**src/rtl/ysyx_23060236_divider.sv**
```systemverilog
// ysyx_23060236_divider: iterative radix-2 restoring divider for RV32M
// DIV/DIVU/REM/REMU. One quotient bit per cycle; special cases fall out of
// the plain restoring loop, so results match with or without the fast path.
// Optional macro DIV_FASTPATH_EN: divide-by-zero, signed overflow and
// unsigned divide-by-one bypass the iteration loop and finish in one cycle.
module ysyx_23060236_divider #(
   parameter int WIDTH = 32
) (
   input  logic             clock,
   input  logic             reset,
   input  logic             in_valid,
   output logic             in_ready,
   input  logic [WIDTH-1:0] src1,
   input  logic [WIDTH-1:0] src2,
   input  logic [1:0]       funct3,
   input  logic             flush,
   output logic             out_valid,
   output logic [WIDTH-1:0] result
);
   localparam int CW = $clog2(WIDTH) + 1;

   typedef enum logic [1:0] {IDLE, CALC, DONE} state_t;

   state_t           state_q, state_d;
   logic [CW-1:0]    cnt_q, cnt_d;
   logic [WIDTH:0]   rem_q, rem_d;       // partial remainder, WIDTH+1 bits
   logic [WIDTH-1:0] quo_q, quo_d;       // dividend magnitude shifting into quotient
   logic [WIDTH-1:0] div_q, div_d;       // divisor magnitude
   logic [WIDTH-1:0] result_q, result_d;
   logic             is_rem_q, is_rem_d;
   logic             neg_quo_q, neg_quo_d;
   logic             neg_rem_q, neg_rem_d;

   // Operand decode at accept time
   logic             signed_op, a_neg, b_neg;
   logic [WIDTH-1:0] a_mag, b_mag;
   // One restoring step
   logic [WIDTH+1:0] partial, trial;
   logic             ge;
   logic [WIDTH:0]   rem_step;
   logic [WIDTH-1:0] quo_step, quo_fin, rem_fin;
`ifdef DIV_FASTPATH_EN
   logic             fast;
   logic [WIDTH-1:0] fast_quo, fast_rem;
`endif

   // Datapath helpers: operand magnitudes and a single shift/trial-subtract step
   always_comb begin
      signed_op = ~funct3[0];
      a_neg     = signed_op & src1[WIDTH-1];
      b_neg     = signed_op & src2[WIDTH-1];
      a_mag     = a_neg ? -src1 : src1;
      b_mag     = b_neg ? -src2 : src2;
      // Shift {rem,quo} left by one; the upper part gets the quotient MSB.
      // rem < divisor < 2^WIDTH, so a negative trial always sets the top bit.
      partial   = {rem_q, quo_q[WIDTH-1]};
      trial     = partial - {2'b00, div_q};
      ge        = ~trial[WIDTH+1];
      rem_step  = ge ? trial[WIDTH:0] : partial[WIDTH:0];
      quo_step  = {quo_q[WIDTH-2:0], ge};
      quo_fin   = neg_quo_q ? -quo_step : quo_step;
      rem_fin   = neg_rem_q ? -rem_step[WIDTH-1:0] : rem_step[WIDTH-1:0];
`ifdef DIV_FASTPATH_EN
      fast      = (src2 == '0)
                | (signed_op & (src1 == {1'b1, {(WIDTH-1){1'b0}}}) & (src2 == '1))
                | (~signed_op & (src2 == WIDTH'(1)));
      fast_quo  = (src2 == '0) ? '1 : src1;
      fast_rem  = (src2 == '0) ? src1 : '0;
`endif
   end

   // Next-state and register update logic; flush overrides everything
   always_comb begin
      state_d   = state_q;
      cnt_d     = cnt_q;
      rem_d     = rem_q;
      quo_d     = quo_q;
      div_d     = div_q;
      result_d  = result_q;
      is_rem_d  = is_rem_q;
      neg_quo_d = neg_quo_q;
      neg_rem_d = neg_rem_q;
      case (state_q)
         IDLE: begin
            if (in_valid && !flush) begin
               is_rem_d  = funct3[1];
               neg_quo_d = signed_op & (a_neg ^ b_neg) & (src2 != '0);
               neg_rem_d = a_neg;
               quo_d     = a_mag;
               div_d     = b_mag;
               rem_d     = '0;
               cnt_d     = '0;
               state_d   = CALC;
`ifdef DIV_FASTPATH_EN
               if (fast) begin
                  state_d  = DONE;
                  result_d = funct3[1] ? fast_rem : fast_quo;
               end
`endif
            end
         end
         CALC: begin
            rem_d = rem_step;
            quo_d = quo_step;
            cnt_d = cnt_q + 1'b1;
            if (cnt_q == CW'(WIDTH - 1)) begin
               state_d  = DONE;
               result_d = is_rem_q ? rem_fin : quo_fin;
            end
         end
         DONE:    state_d = IDLE;
         default: state_d = IDLE;
      endcase
      if (flush) begin
         state_d  = IDLE;
         result_d = result_q;
      end
   end

   // State and datapath registers with asynchronous active-low reset
   always_ff @(posedge clock or negedge reset) begin
      if (!reset) begin
         state_q   <= IDLE;
         cnt_q     <= '0;
         rem_q     <= '0;
         quo_q     <= '0;
         div_q     <= '0;
         result_q  <= '0;
         is_rem_q  <= 1'b0;
         neg_quo_q <= 1'b0;
         neg_rem_q <= 1'b0;
      end else begin
         state_q   <= state_d;
         cnt_q     <= cnt_d;
         rem_q     <= rem_d;
         quo_q     <= quo_d;
         div_q     <= div_d;
         result_q  <= result_d;
         is_rem_q  <= is_rem_d;
         neg_quo_q <= neg_quo_d;
         neg_rem_q <= neg_rem_d;
      end
   end

   assign in_ready  = (state_q == IDLE);
   assign out_valid = (state_q == DONE);
   assign result    = result_q;
endmodule
```
**config.mk**
```make
export PLATFORM = sky130hd
export DESIGN_NAME = ysyx_23060236_divider
export DESIGN_NICKNAME = d
export VERILOG_FILES = /design/src/rtl/ysyx_23060236_divider.sv
export SDC_FILE = /design/constraint.sdc
export NUM_CORES = 1
export LEC_CHECK = 0
export ABC_AREA = 1
export ABC_CLOCK_PERIOD_IN_PS = 4400
export CAP_MARGIN = 20
export CORE_MARGIN = 4
export CORE_UTILIZATION = 30
export CTS_BUF_LIST = sky130_fd_sc_hd__clkbuf_8
export DETAILED_ROUTE_END_ITERATION = 12
export PLACE_DENSITY = 0.47
export SLEW_MARGIN = 20
export SYNTH_ARGS = -nofsm -noshare
export SYNTH_HDL_FRONTEND = slang
export SYNTH_SLANG_ARGS = --single-unit
```
**constraint.sdc**
```tcl
create_clock -name clock -period 4.4 [get_ports clock]
set_input_delay 0.66 -clock clock [delete_from_list [all_inputs] [get_ports clock]]
set_output_delay 0.66 -clock clock [all_outputs]
set_load 0.02 [all_outputs]
```
==> metrics.txt, run 1 <==
placed inst area=13800 sq um; P_sw=6.12 mW; Seq cells post-synth=140; Syn Area/Cell=between 6 and 7 sq um; dominant synthesized flop cell=dfrtp_1; chip width=210 microns; Crit Path Class=in2reg; # port buffers=a little over 100; Final HPWL DP=roughly 36000 microns; Cell variety after synth=56; DIE AREA=44000 sq um; hold crit path type=in2async; Setup crit start kind=input port; CTS HTree Levels=4; area grow syn2layout=16.2%; CTS tree=done; core footprint=40000 sq um; Net Count, Synth=about 2000; max frequency=253 MHz; unrepaired setup endpoints after global routing=no; Final Hold Fails=0; Detail Route Antenna Nets=0; CTS Buffer Depth=2; initial antenna violation count=0; CTS Sinks=140; Cells after Synth=1847; Nets=2043; Post-synth EDFFs=0; setup TNS=0 ns; vias post-DR=12440; FF-to-FF setup slack=0.46 ns; pin count of the biggest net entering global routing=94; Int Pwr=4.48 mW; Top Ports=about 100; GPL Wtd Cong=0.948; Num CTS Buffers=17; asr flop ratio synth=100%; Power Density=748 nW/um^2; leak pwr=6.67 nW; Post-Route WL=45500 microns; xor/xnor share of the synthesized area=4.74%; clock share of power=10.7%; antenna cell count=0; crit path cell chain=clkdlybuf4s50_1 -> inv_1 -> ha_1 -> nor3b_1 -> nand2_1 -> nor3_1 -> nand4_1 -> nand3b_1 -> nor3_1 -> nand2_1 -> nor2_1 -> nand2_1 -> nor3_1 -> nor2_1 -> o21ai_0 -> o21ai_0; CP Buf/Inv Count=2; vias in the first global route=between 10000 and 15000; setup skew after layout=between 0.015 and 0.02 ns; area of the multi-input gates=7490 sq um; FILL cells=between 4000 and 5000; FF-to-FF Start=div_q[20]$_DFFE_PN0P_; TritonRoute pass-1 iters=6; WL/cell=18.4 microns; Post-CTS Setup Repair Bufs=0; Post-Synth Adder-Cell Area=~4.0%; global-route wire length before repair=71100 microns; initial DRC count=950; simple-gate share of the synthesized area=36.3%; total track usage=20.7%; maximum VDD drop=0.262 mV; CP peak stage delay=0.70 ns; root buffer cell=clkbuf_8; WP data arrival=4.29 ns; Setup Viol. Count Final=0; Slowest-stage cell, CP=o21ai_0; Via density=5.03; final cycle utilization of the critical path=89.9%; combinational share of power=71.1%; Hold Slack=0.213 ns; Sw Share=57.7%; Worst-Skew Late Latency=approximately 0.50 ns; max_cap viols=0; final instance area=14200 sq um; DR DRC count=0; die span in y=210 microns; Max Slew Vio Count=0; GRT overflow=0; Mapped Area=12200 sq um; Rows=73; Synth Area in Compound Gates=16.2%; Seq pwr share=18.3%; post-synthesis sequential area ratio=28.7%; largest family of logic cells by synthesized area=simple AND/OR/NAND/NOR gates; Critical Path Fanout Max=4; post-synthesis mux area share=0%; CP Capture Type=register; share of layout cells above drive strength 1=8.83%; normalized max-slew margin=33.9%; dominant delay contributor by cell family on the critical path=simple AND/OR/NAND/NOR gates; Initial Util=30.5%; status=finished, final reports clean; Worst-Margin Slew=~1 ns; Worst-path clk slew=roughly 0.090 ns; yosys warns=0; Crit path required time=between 4 and 5 ns; Worst Setup SP=src2[0]; Final Critical Period=3.96 ns; storage element area=3500 sq um
==> stage by stage <==
stage	util, %	setup WS [ns]	cells	power [mW]
after floorplan	-	0.964	1847	7.37
after global placement	34.4	0.0701	2441	9.50
final	35.4	0.442	2473	10.6
after detailed placement	34.4	0.0285	2441	9.50
after global routing	35.4	0.0415	2473	11.6
after CTS	35.4	0.412	2473	10.7
==> what timing repair did <==
action,4_1_cts,5_1_grt
setup endpoints to repair,0,2
resized for setup,0,2
hold buffers,0,0
==> synthesized netlist by cell type (2+ instances only) <==
cell | count | share of area, %
o21ai_1 | 5 | 0.21
xnor2_1 | 22 | 1.6
buf_6 | 7 | 0.65
nand3_4 | 3 | 0.43
nand3b_1 | 12 | 0.74
inv_1 | 235 | 7.2
nor3_2 | 2 | 0.16
nand3_2 | 7 | 0.57
nor2_4 | 6 | 0.55
o22ai_1 | 30 | 1.5
a31oi_1 | 18 | 0.92
nor4_1 | 2 | 0.10
dfrtp_1 | 140 | 29
nand2_2 | 29 | 1.5
nand4_1 | 30 | 1.5
nand2_4 | 20 | 1.8
nor3_1 | 35 | 1.4
nand2_1 | 472 | 15
clkbuf_1 | 44 | 1.4
inv_2 | 8 | 0.25
ha_1 | 37 | 3.8
nand3_1 | 120 | 4.9
buf_2 | 2 | 0.082
or2_2 | 6 | 0.31
o21ai_2 | 3 | 0.22
clkinv_1 | 2 | 0.062
o21ai_0 | 115 | 4.7
o21bai_1 | 8 | 0.49
a21o_1 | 2 | 0.12
nor2_1 | 206 | 6.3
a21oi_4 | 2 | 0.27
nand2_8 | 3 | 0.49
nor2_2 | 9 | 0.46
o211ai_1 | 10 | 0.62
o221ai_1 | 30 | 2.2
a21oi_2 | 10 | 0.72
xor2_1 | 44 | 3.2
a21oi_1 | 92 | 3.8
buf_4 | 2 | 0.12
==> cells by family (layout without fill, tap and decap cells) <==
family / count (synthesis) / in the layout
AND/OR/NAND/NOR: 969 / 969
AO/OA/AOI/OAI: 331 / 331
buffers and inverters: 303 / 404
flip-flops: 140 / 140
XOR/XNOR: 66 / 66
adder cells (fa/ha/maj): 38 / 38
==> cell type report <==
type | count | area share [%]
inverters | 245 | 6.49
multi-input cells | 1404 | 52.8
well taps | 525 | 4.63
flip-flops and latches | 140 | 24.7
clock buffers | 19 | 1.84
repair buffers | 127 | 8.55
clock inverters | 13 | 0.971
==> path summary, 6_finish.rpt <==
| check | end | depth (start not counted) |
|---|---|---|
| min | div_q[20]$_DFFE_PN0P_ | 1 |
| min in group clock | div_q[19]$_DFFE_PN0P_ | 2 |
| min reg2reg | div_q[19]$_DFFE_PN0P_ | 2 |
| max in group asynchronous | rem_q[3]$_DFFE_PN0P_ | 2 |
| max reg2reg | result[25]$_DFFE_PN0P_ | 18 |
| max | div_q[24]$_DFFE_PN0P_ | 16 |
==> state kept, by name, indices dropped and copies added, names as in the netlist <==
name and cells:
state_q 2, result 32, cnt_q 6, is_rem_q 1, neg_quo_q 1, quo_q 32, rem_q 33, neg_rem_q 1
div_q 32
==> per-layer routing <==
layer | global-route usage (%) | wire length, microns
met2 | 33.8 | 21100
met5 | 0 | 0
met3 | 2.35 | 1780
met1 | 29.5 | 21900
met4 | 4.48 | 663
==> power by group through the flow <==
| stage | clock, mW | sequential [mW] | combinational [mW] |
|---|---|---|---|
| after CTS | 1.17 | 1.94 | 7.56 |
| final | 1.13 | 1.94 | 7.53 |
| after global placement | 0 | 1.95 | 7.55 |
| after global routing | 1.22 | 1.99 | 8.40 |
| after floorplan | 0 | 1.87 | 5.50 |
| after detailed placement | 0 | 1.96 | 7.54 |
==> placed cells by master, fill, tap and decap left out, types with 3 or more instances in the layout <==
master	synthesis	layout
inv_2	8	8
o22ai_1	30	30
nand2_2	29	31
inv_1	235	236
xor2_1	44	44
o221ai_1	30	30
clkinv_2	0	3
clkbuf_8	0	19
o21ai_1	5	5
nand3_2	7	7
nand3b_1	12	12
nor3_1	35	34
buf_4	2	24
xnor2_1	22	22
o211ai_1	10	10
nor2_1	206	204
a31oi_1	18	18
o21bai_1	8	8
nand2_4	20	20
dfrtp_1	140	140
inv_6	0	4
nor2_2	9	10
nand4_1	30	30
nand3_4	3	3
clkdlybuf4s50_1	0	102
nand2_8	3	3
ha_1	37	37
a21oi_1	92	92
a21oi_2	10	10
o21ai_2	3	3
nor3_2	2	3
or2_2	6	6
o21ai_0	115	115
nand3_1	120	120
nand2_1	472	470
nor2_4	6	7
(Power assumes the default switching activity.)
==> run 2: changes to the inputs <==
--- a/config.mk
+++ b/config.mk
@@ -12,7 +12,8 @@
 export CORE_UTILIZATION = 30
 export CTS_BUF_LIST = sky130_fd_sc_hd__clkbuf_8
 export DETAILED_ROUTE_END_ITERATION = 12
-export PLACE_DENSITY = 0.47
+export DONT_BUFFER_PORTS = 1
+export PLACE_DENSITY = 0.44
 export SLEW_MARGIN = 20
 export SYNTH_ARGS = -nofsm -noshare
 export SYNTH_HDL_FRONTEND = slang
==> run 2 against run 1 <==
Against the previous run: routed wire length is 0.74% higher; global-route usage about the same; clock skew is 0.00063 ns lower; critical path type is now reg2reg; via count is 3.4% lower; register-to-register slack improved by 0.06 ns; non-clock buffer count is 107 lower; count of clock-buffer cells in the layout is 1 higher; clock power about the same; die area unchanged; fmax increased by 1.9%.
==> metrics.txt, run 2 (synthesis gave the netlist of run 1 again) <==
FILL cells=4476; Power Density=800 nW/um^2; vias post-DR=12013; leak pwr=6.25 nW; root buffer cell=clkbuf_8; Worst-path clk slew=0.08 ns; die span in y=~210 microns; CP Buf/Inv Count=2; setup TNS=0 ns; final cycle utilization of the critical path=between 80% and 90%; global-route wire length before repair=70100 microns; CP peak stage delay=0.40 ns; Slowest-stage cell, CP=dfrtp_1; core footprint=40000 sq um; Final Hold Fails=0; pin count of the biggest net entering global routing=141; CTS tree=done; vias in the first global route=11485; hold crit path type=in2async; Max Slew Vio Count=0; area of the multi-input gates=between 7000 and 8000 sq um; GRT overflow=0; unrepaired setup endpoints after global routing=no; DR DRC count=0; CTS Buffer Depth=2; storage element area=3500 sq um; max frequency=around 260 MHz; Via density=~5.1; Num CTS Buffers=17; Top reg by flops=rem_q; Post-Route WL=45800 microns; WP data arrival=4.30 ns; # port buffers=0; Detail Route Antenna Nets=0; crit path cell chain=ha_1 -> a21oi_1 -> o21a_1 -> nand2_2 -> a21oi_4 -> nand3_4 -> nand2_8 -> ha_1 -> nand2_1 -> nor2_1 -> nand2_1 -> inv_1 -> nand2_1 -> nor2_4 -> inv_1 -> nor2_1 -> nand4_1 -> o21ai_0 -> o21ai_0 -> a21oi_1 -> nor2_1 -> a21oi_1; Crit Path Class=reg2reg; Top Ports=~100; Setup crit start kind=register; WL/cell=between 15 and 20 microns; Setup Viol. Count Final=0; commonest non-fill, non-tap cell in the layout=nand2_1; initial DRC count=just over 900; Critical Path Fanout Max=8; DIE AREA=roughly 44000 sq um; commonest cells after routing, fill and taps aside=nand2_1, inv_1, nor2_1; dominant delay contributor by cell family on the critical path=compound AO/OA/AOI/OAI gates; share of layout cells above drive strength 1=8.97%; area grow syn2layout=7.84%; total track usage=20.7%; status=finished, final reports clean; CTS Sinks=140; Initial Util=a little under a third; TritonRoute pass-1 iters=5; Worst-Skew Late Latency=0.50 ns; CP Capture Type=register; max_cap viols=0; setup skew after layout=0.0191 ns; Worst-Margin Slew=1.00 ns; Largest register FFs=33; chip width=210 microns; Final HPWL DP=around 36000 microns; Nets=1936; Rows=73; Final Critical Period=3.88 ns; initial antenna violation count=1; GPL Wtd Cong=0.950; Crit path required time=about 4.8 ns; maximum VDD drop=around 0.3 mV; Pwr Total=~11 mW; normalized max-slew margin=33.3%; CTS HTree Levels=4; antenna cell count=0
## run 2: layout make-up
class	instances	share of cell area, %
inverter	245	6.99
clock inverter	10	0.885
sequential	140	26.6
clock buffer	20	2.09
multi-input combinational	1404	56.9
tap	525	4.99
timing repair buffer	20	1.48
## run 2: worst paths after layout
| kind | start | to | slack [ns] | depth (start not counted) |
|---|---|---|---|---|
| setup reg to reg | rem_q[21]$_DFFE_PN0P_ | result[28]$_DFFE_PN0P_ | 0.52 | 22 |
| max in group asynchronous | reset | cnt_q[0]$_DFFE_PN0P_ | 3.63 | 1 |
| min in group clock | funct3[1] | is_rem_q$_DFFE_PN0P_ | 0.31 | 2 |
| hold / removal | reset | div_q[19]$_DFFE_PN0P_ | 0.13 | 1 |
| hold reg to reg | div_q[15]$_DFFE_PN0P_ | div_q[15]$_DFFE_PN0P_ | 0.49 | 2 |
| setup / recovery | rem_q[21]$_DFFE_PN0P_ | result[28]$_DFFE_PN0P_ | 0.52 | 22 |
## run 2: stage by stage
stage,utilization [%],worst slack [ns],cell area [sq um],hold WS (ns),cells
after CTS,32.9,0.399,13100,0.181,2364
final,32.9,0.515,13200,0.127,2364
after global routing,32.9,0.0875,13200,0.180,2364
after detailed placement,31.8,0.434,12700,0.379,2333
after global placement,31.8,0.494,12700,0.379,2333
after floorplan,-,0.964,12200,0.364,1847
## run 2: report_power, final
part,switching (mW),internal [mW]
registers,0.324,1.62
clock network,0.566,0.541
logic,5.20,2.27
total,6.09,4.43
## run 2: per-layer routing
layer,up-vias,share of wire (%),track usage [%]
met5,-,0,0
met4,0,2.7,6.53
met3,56,5.2,3.59
met2,312,43,31.3
met1,5645,49,30.0
li1,6000,-,-
## run 2: what timing repair did
item | in CTS | in global routing
buffers inserted | 0 | 0
resized for setup | 0 | 2
hold buffers | 1 | 0
hold endpoints to repair | 140 | 0
endpoints found under the setup margin | 0 | 1
